$ cat src/rtl/handshake_rr_merge_arbiter.sv
// Round-robin merge of NUM_INPUTS valid/ready channels into one registered output slot
// that carries the winning payload and its input index.
module handshake_rr_merge_arbiter #(
    parameter int NUM_INPUTS  = 4,
    parameter int DATA_WIDTH  = 32,
    parameter int INDEX_WIDTH = 2
) (
    input  logic                             clk,
    input  logic                             rst,
    input  logic [NUM_INPUTS*DATA_WIDTH-1:0] ins,
    input  logic [NUM_INPUTS-1:0]            ins_valid,
    output logic [NUM_INPUTS-1:0]            ins_ready,
    output logic [DATA_WIDTH-1:0]            outs,
    output logic [INDEX_WIDTH-1:0]           outs_index,
    output logic                             outs_valid,
    input  logic                             outs_ready
);

    logic [INDEX_WIDTH-1:0] ptr_r;
    logic [DATA_WIDTH-1:0]  outs_r;
    logic [INDEX_WIDTH-1:0] outs_index_r;
    logic                   outs_valid_r;

    logic [NUM_INPUTS-1:0]  at_or_above_ptr_s;
    logic [NUM_INPUTS-1:0]  upper_req_s;
    logic [NUM_INPUTS-1:0]  search_req_s;
    logic [NUM_INPUTS-1:0]  grant_onehot_s;
    logic                   grant_found_s;
    logic                   can_accept_s;
    logic                   accept_s;
    logic [INDEX_WIDTH-1:0] grant_idx_s;
    logic [DATA_WIDTH-1:0]  grant_data_s;
    logic [INDEX_WIDTH-1:0] next_ptr_s;

    // Mask of inputs whose index is at or above the priority pointer.
    always_comb begin
        at_or_above_ptr_s = '0;
        for (int i = 0; i < NUM_INPUTS; i++) begin
            at_or_above_ptr_s[i] = (i >= int'(ptr_r));
        end
    end

    // Prefer requesters at/after ptr; fall back to the wrapped range. Lowest set bit wins.
    assign upper_req_s    = ins_valid & at_or_above_ptr_s;
    assign search_req_s   = (upper_req_s != '0) ? upper_req_s : ins_valid;
    assign grant_onehot_s = search_req_s & (~search_req_s + NUM_INPUTS'(1));
    assign grant_found_s  = (ins_valid != '0);

    // Encode the one-hot grant into an index and select the matching payload.
    always_comb begin
        grant_idx_s  = '0;
        grant_data_s = '0;
        for (int i = 0; i < NUM_INPUTS; i++) begin
            grant_idx_s  = grant_idx_s  | (grant_onehot_s[i] ? INDEX_WIDTH'(i) : '0);
            grant_data_s = grant_data_s | (grant_onehot_s[i] ? ins[i*DATA_WIDTH +: DATA_WIDTH] : '0);
        end
    end

    // The slot can take a token when empty or when its current token leaves this cycle.
    assign can_accept_s = !outs_valid_r || outs_ready;
    assign accept_s     = grant_found_s && can_accept_s;
    assign ins_ready    = can_accept_s ? grant_onehot_s : '0;
    assign next_ptr_s   = (grant_idx_s == INDEX_WIDTH'(NUM_INPUTS - 1))
                        ? '0 : (grant_idx_s + INDEX_WIDTH'(1));

    // Output slot and priority pointer.
    always_ff @(posedge clk or posedge rst) begin
        if (rst) begin
            outs_r       <= '0;
            outs_index_r <= '0;
            outs_valid_r <= 1'b0;
            ptr_r        <= '0;
        end else if (accept_s) begin
            outs_r       <= grant_data_s;
            outs_index_r <= grant_idx_s;
            outs_valid_r <= 1'b1;
            ptr_r        <= next_ptr_s;
        end else if (outs_valid_r && outs_ready) begin
            outs_valid_r <= 1'b0;
        end else begin
            outs_valid_r <= outs_valid_r;
        end
    end

    assign outs       = outs_r;
    assign outs_index = outs_index_r;
    assign outs_valid = outs_valid_r;

endmodule

$ cat config.mk
export PLATFORM = sky130hd
export DESIGN_NAME = handshake_rr_merge_arbiter
export DESIGN_NICKNAME = d
export VERILOG_FILES = /design/src/rtl/handshake_rr_merge_arbiter.sv
export SDC_FILE = /design/constraint.sdc
export NUM_CORES = 1
export LEC_CHECK = 0
export ABC_AREA = 0
export ABC_CLOCK_PERIOD_IN_PS = 1480
export BUFFER_PORTS_ARGS = -buffer_cell sky130_fd_sc_hd__buf_2
export CORE_MARGIN = 4
export CORE_UTILIZATION = 39
export DETAILED_ROUTE_END_ITERATION = 10
export PLACE_DENSITY = 0.77
export SLEW_MARGIN = 10
export SYNTH_ARGS = -nofsm -noshare
export SYNTH_HDL_FRONTEND = slang
export SYNTH_SLANG_ARGS = --single-unit
$ cat constraint.sdc
create_clock -name clk -period 1.48 [get_ports clk]
set_input_delay 0.222 -clock clk [delete_from_list [all_inputs] [get_ports clk]]
set_output_delay 0.222 -clock clk [all_outputs]
set_load 0.1 [all_outputs]
Word level (Yosys, flattened, before mapping)
Index checks and enable logic that the tools add are counted.
Operators by class
  $lt $le $gt $ge: 3
  reduce and logical (&&, ||, !) cells: 7
  add/sub/neg operators: 2
  multiplexer cells: 12
  bitwise gates (word level): 8
  equality and inequality tests: 1
Operators with widths (number)
  2-to-1 mux 32 bit: 4
  bitwise OR 32 bit: 3
  AND 4 bit: 2
  2-to-1 mux 4 bit: 2
  nonzero test 4 bit: 2
  2-to-1 mux 2 bit: 3
  adder 4 x 1 -> 4 bit (second input constant): 1
  greater-or-equal comparator 1 x 2 -> 1 bit (first input constant): 2
  NOT 4 bit: 1
  2-to-1 mux 1 bit: 3
  adder 2 x 1 -> 2 bit (second input constant): 1
  == test 2 bit (second input constant): 1
  greater-or-equal comparator 2 bit (first input constant): 1
  logical AND 1 bit: 2
  bitwise OR 1 x 2 -> 2 bit: 1
  bitwise OR 2 bit: 1
  nonzero test 2 bit: 1
  logical NOT 1 bit: 1
  logical OR 1 bit: 1
Storage, ports and cells
  input bits: 135
  register bits after elaboration: 37
  output and inout port bits: 39

Depth between registers and ports, before layout
Gate-level depths: netlist (run 1).
  depth after elaboration: 12
  gate-level depth with buffers: 7
  depth with buffers taken out: 4

Worst setup path before layout (run 1)
No wires, ideal clock.
  kind: register -> output
  from: reg ptr_r[1]
  to: out ins_ready[2]
  setup slack: -1302 ps
  stages on the path, launching flop included: 8
  buffers on the path: 3
  required time: 1258 ps
  arrival time: 2560 ps
  path through: dfrtp_1 buf_6 or3b_1 buf_6 buf_8 nand3_1 nand2_1 nor2_1
Between the ends
  longest elaborated chain between the ends: 8
RTL lines
  start, declared: line 19  | logic [INDEX_WIDTH-1:0] ptr_r;
  start signal, assigned: line 77  | ptr_r <= next_ptr_s;
  greater-or-equal comparator 1 x 2 -> 1 bit or greater-or-equal comparator 2 bit (tied branches): line 39  | at_or_above_ptr_s[i] = (i >= int'(ptr_r));
  AND 4 bit *: line 44  | assign upper_req_s = ins_valid & at_or_above_ptr_s;
  nonzero test 4 bit: line 45  | assign search_req_s = (upper_req_s != '0) ? upper_req_s : ins_valid;
  2-to-1 mux 4 bit *: line 45
  NOT 4 bit: line 46  | assign grant_onehot_s = search_req_s & (~search_req_s + NUM_INPUTS'(1));
  adder 4 x 1 -> 4 bit: line 46
  AND 4 bit *: line 46
  2-to-1 mux 4 bit *: line 62  | assign ins_ready = can_accept_s ? grant_onehot_s : '0;
  end, declared: line 12  | output logic [NUM_INPUTS-1:0] ins_ready,
Mark *: on every way between the ends. The rest lies on a longest branch, timed or not.

Worst setup path after layout (run 1)
Same ends and word-level chain as after synthesis.

==> flow_metrics.tcl, run 1 <==
set metrics [dict create \
    fin_tns_setup_ps -9440 \
    avgSynthCellArea_um2 7.45 \
    dieWidth_um 92.6 \
    cts_tree "done" \
    tritoncts.num_buffers 5 \
    drtAntennaViolNets 0 \
    path_delay_family "simple AND/OR/NAND/NOR gates" \
    ys_seq_elements 37 \
    max_freq_mhz 547 \
    max_cap_violations 0 \
    cpPeakStageDelay_ps 420 \
    antennaDiodeCount 0 \
    power.density_nw_per_um2 1240 \
    cts_root_buffer "clkbuf_8" \
    setup_ws_ps -349 \
    drt_iter0_drc 208 \
    setup_violations 36 \
    crit_path_start_kind "flip-flop" \
    fp.coreArea_um2 6870 \
    power_leakage_nw 2.19 \
    grt_start_max_net_pins 38 \
    cp_num_buf_inv 1 \
    die_height_um 92.6 \
    violations "negative setup slack" \
    layout_commonest_cell "buf_2" \
    ys.warnings.count 0 \
    synth_top_cell_area_share 0.332 \
    wl_um 13500 \
    viasPerCell 6.09 \
    regArea_um2 930 \
    ys_types 29 \
    dp.final_hpwl_um 8610 \
    wl_per_cell_um 20.5 \
    cts_hold_buf 0 \
    path_depth 5 \
    cp_max_fo 4 \
    cts-htree-levels 2 \
    cp_data_required_time_ps 1260 \
    finalCritPeriodShare 1.24 \
    crit_path_end_kind "output pin" \
    worstSetupPathType "flip-flop to output pin" \
    detailroute.via_count 4008 \
    syn_inst 375 \
    place.port_buffers 173 \
    fill_cells 506 \
    skew_ps 11.2 \
    synth_area_leaders "dfrtp_1 33%, a31oi_1 15%, nand2_1 8.7%, a211oi_1 8.6%, and3_1 7.2%" \
    multi_input_area_um2 2380 \
    antenna_found_initial 0 \
    grt_pass1_vias 4081 \
    syn2layout_area_growth_pct 81.5 \
    layout-drive-gt1-share 0.569 \
    period_needed_ps 1830 \
    synthFlopType "dfrtp_1" \
    grt_pass1_wl_um 20200 \
    hp-class "input port to async pin" \
    final_nets 696 \
    first_pass_iters 5 \
    worst_slew_pin_slew_ps 598 \
    hold_viol_final 0 \
    syn_nets 510 \
    yosys.area.top_type "dfrtp_1" \
    gp_congestion 0.827 \
    synthesis.area_um2 2790 \
    gr-usage-all-layers 0.295 \
    status "finished with violations" \
    overflow 0 \
    clk_path_buf_depth 2 \
    final_cell_mix "169 x buf_2, 64 x nand2_1, 36 x dfrtp_1" \
    peakVddDrop_mv 0.713 \
    synth_edf_count 0 \
    r2r_cells 7 \
    clkSlewWorstSetupHoldPaths_ps 80 \
    start_util 0.407 \
    postSynth.asyncResetShare 1.00 \
    fp-row-count 30 \
    synth_seq_area_share 0.332 \
    rsz0062_at_grt "yes" \
    path_cells "or3b_4 -> nand3_2 -> nand2_2 -> nor2_4 -> buf_12" \
    place_area_um2 4220 \
    clk_latency_ps 300 \
    clock-sinks 37 \
    finalInstanceArea_um2 5070 \
    slowest_stage "dfrtp_1" \
    drc_errors 0 \
    ios 174 \
    dieArea_um2 8580 \
    arrival_ps 1610 \
    slew_headroom 0.600 \
    drv_slew 0 \
]
==> sequential cells by signal (all words and copies together) (netlist names) <==
name / flops
outs: 32
outs_index: 2
ptr_r: 2
outs_valid: 1
==> cells in the mapped netlist, drive strengths merged (2+ instances only) <==
cell	count
a31oi	66
nand2	65
nor2	39
dfrtp	37
a211oi	32
and3	32
nand4	32
clkbuf	28
buf	18
nor2b	5
o21ai	4
nand3	3
a21oi	2
inv	2
nand2b	2
==> worst register-to-register path, stage by stage, from the launching register on <==
cell and delay (ps):
dfrtp_1 420, or3b_4 420, buf_4 150, buf_12 140
clkbuf_16 170, a31oi_4 180, a211oi_2 50, a31oi_1 180
==> path summary, 6_finish.rpt <==
kind | from | end | slack, ps
max in group asynchronous | rst | outs_valid$_DFFE_PP0P_ | 1060
min in group clk | ins[6] | outs[6]$_DFFE_PP0P_ | 170
hold / removal | rst | outs[8]$_DFFE_PP0P_ | 40
hold reg to reg | outs_index[0]$_DFFE_PP0P_ | outs_index[0]$_DFFE_PP0P_ | 540
setup / recovery | ptr_r[1]$_DFFE_PP0P_ | ins_ready[2] | -350
setup reg to reg | ptr_r[1]$_DFFE_PP0P_ | outs[5]$_DFFE_PP0P_ | -320
==> cells by family after synthesis <==
group | after synthesis | share of synthesized area
compound gates | 109 | 0.262
buf+inv | 48 | 0.0950
flops | 37 | 0.332
simple gates | 181 | 0.312
==> metal layers <==
layer  wire (µm)  global-route usage  vias to the layer above
li1            -                   -                     1778
met1        5000               0.351                     1916
met2        6830               0.521                      282
met3        1300              0.0528                       32
met4         346               0.120                        0
met5           0                   0                        -
==> power breakdown <==
part,leakage [nW],total [W],internal (W),switching [W]
combinational,1.71,0.00403,0.00111,0.00292
clock,0.0552,0.000898,0.000501,0.000397
sequential,0.423,0.00135,0.00122,0.000126
==> per-stage QoR <==
step | total power (W) | instances | setup WS [ps] | hold WS [ps] | util
2_1_floorplan | 0.00399 | 375 | -477 | 370 | -
3_3_place_gp | 0.00478 | 639 | -89.3 | 357 | 0.615
3_5_place_dp | 0.00484 | 639 | -167 | 370 | 0.615
4_1_cts | 0.00609 | 657 | -349 | 44.9 | 0.714
5_1_grt | 0.00650 | 658 | -414 | 79.2 | 0.738
6_report | 0.00628 | 658 | -349 | 37.6 | 0.738
==> final cells by class <==
cell class              count  area share
flip-flops and latches     37       0.183
inverters                   2     0.00247
repair buffers            224       0.300
clock buffers               6      0.0143
multi-input cells         291       0.470
well taps                  96      0.0237
clock inverters             2     0.00691
==> timing repair <==
action	CTS	global route
setup endpoints to repair	40	40
gates cloned	3	2
gates resized for setup	71	20
pin swaps	32	47
setup buffers	7	0
(Power assumes the default switching activity.)
==> run 2: changes to the inputs <==
Settings changed: CORE_MARGIN 4 to unset, PLACE_DENSITY 0.77 to 0.74.
==> run 2 against run 1 <==
  * The flow still finishes with violations (negative setup slack)
  * Register-to-register slack gained 20 ps
  * Sequential share of layout area grew 0.98 points
  * Clock skew increased by 0.64 ps
  * Design area decreased by 5.1%
  * Combinational power decreased by 5%
  * Maximum frequency up 1.7%
  * Flip-flop and latch count unchanged
==> flow_metrics.tcl, run 2 (same netlist as run 1, synthesis figures left out) <==
set metrics [dict create \
    start_util 0.407 \
    skew_ps 11.8 \
    hold_viol_final 0 \
    arrival_ps 1580 \
    crit_path_start_kind "flip-flop" \
    clk_latency_ps 290 \
    cts_root_buffer "clkbuf_8" \
    grt_pass1_wl_um 18400 \
    finalInstanceArea_um2 4810 \
    drtAntennaViolNets 0 \
    fp.coreArea_um2 6870 \
    clk_path_buf_depth 2 \
    drv_slew 0 \
    setup_ws_ps -319 \
    fp-row-count 30 \
    clkSlewWorstSetupHoldPaths_ps 80 \
    antennaDiodeCount 0 \
    overflow 0 \
    cts-htree-levels 2 \
    max_freq_mhz 556 \
    cp_max_fo 4 \
    final_cell_mix "169 x buf_2, 64 x nand2_1, 36 x dfrtp_1" \
    fill_cells 543 \
    cts_tree "done" \
    first_pass_iters 5 \
    rsz0062_at_grt "yes" \
    worst_slew_pin_slew_ps 567 \
    drt_iter0_drc 248 \
    syn2layout_area_growth_pct 72.3 \
    final_nets 691 \
    worstSetupPathType "flip-flop to output pin" \
    finalCritPeriodShare 1.22 \
    tritoncts.num_buffers 5 \
    multi_input_area_um2 2230 \
    gp_congestion 0.869 \
    layout-drive-gt1-share 0.558 \
    drc_errors 0 \
    dieArea_um2 7500 \
    gr-usage-all-layers 0.312 \
    violations "negative setup slack" \
    die_height_um 86.6 \
    max_cap_violations 0 \
    power_leakage_nw 2.14 \
    hp-class "input port to async pin" \
    setup_violations 39 \
    ios 174 \
    largest_reg_flops 32 \
    grt_pass1_vias 3828 \
    cp_data_required_time_ps 1260 \
    place_area_um2 4190 \
    pre_cts_ws_ps -161 \
    regArea_um2 930 \
    status "finished with violations" \
    viasPerCell 5.94 \
    dieWidth_um 86.6 \
    dp.final_hpwl_um 7830 \
    power.density_nw_per_um2 1230 \
    detailroute.via_count 3877 \
    wl_um 11700 \
    layout_commonest_cell "buf_2" \
    antenna_found_initial 0 \
    place.port_buffers 173 \
    r2r_cells 6 \
    period_needed_ps 1800 \
    clock-sinks 37 \
    crit_path_end_kind "output pin" \
    slew_headroom 0.621 \
    cts_hold_buf 0 \
    grt_start_max_net_pins 38 \
    wl_per_cell_um 17.9 \
    peakVddDrop_mv 0.909 \
]
[run 2: layout make-up]
cell class | instances | share of cell area
clock buffer | 8 | 0.0166
inverter | 2 | 0.00156
multi-input combinational | 291 | 0.464
sequential | 37 | 0.193
tap | 96 | 0.0250
timing repair buffer | 219 | 0.300
[run 2: repair_timing]
| action | CTS | global route |
|---|---|---|
| pin swaps | 14 | 9 |
| gates resized for setup | 61 | 6 |
| gates cloned | 2 | 1 |
| buffers inserted | 5 | 1 |
| setup endpoints to repair | 40 | 40 |
[run 2: power by group]
group | switching (W) | total (W) | internal (W)
sequential | 0.000119 | 0.00134 | 0.00122
combinational | 0.00278 | 0.00384 | 0.00106
clock | 0.000396 | 0.000732 | 0.000336
total | 0.00329 | 0.00591 | 0.00262
[run 2: final timing paths]
path | from | end | slack (ps)
min in group clk | ins[0] | outs[0]$_DFFE_PP0P_ | 170
max in group asynchronous | rst | outs_valid$_DFFE_PP0P_ | 1050
hold reg to reg | outs_index[0]$_DFFE_PP0P_ | outs_index[0]$_DFFE_PP0P_ | 540
setup / recovery | ptr_r[0]$_DFFE_PP0P_ | ins_ready[2] | -320
setup reg to reg | ptr_r[0]$_DFFE_PP0P_ | outs[14]$_DFFE_PP0P_ | -300
hold / removal | rst | outs[9]$_DFFE_PP0P_ | 40
[run 2: stage by stage]
step / total power (W) / setup TNS [ps] / hold slack (ps) / utilization / instances
after floorplan: 0.00399 / -7560 / 370 / - / 375
after global placement: 0.00477 / -2490 / 363 / 0.610 / 636
after detailed placement: 0.00482 / -4560 / 375 / 0.610 / 636
after CTS: 0.00582 / -5710 / 62.4 / 0.688 / 651
after global routing: 0.00614 / -9410 / 110 / 0.701 / 653
final: 0.00591 / -7170 / 42.6 / 0.701 / 653
[run 2: per-layer routing]
layer / routed length [µm] / part of all wire / track usage
met2: 5770 / 0.49 / 0.541
met5: 0 / 0 / 0
met3: 938 / 0.080 / 0.0419
met4: 314 / 0.027 / 0.135
met1: 4650 / 0.40 / 0.388
[run 2: critical path, cell delays in order (launching register included)]
cell     delay (ps)
dfrtp_1         420
or3b_4          410
nand3_2          80
nand2_2          80
nor2_4          130
buf_12          180
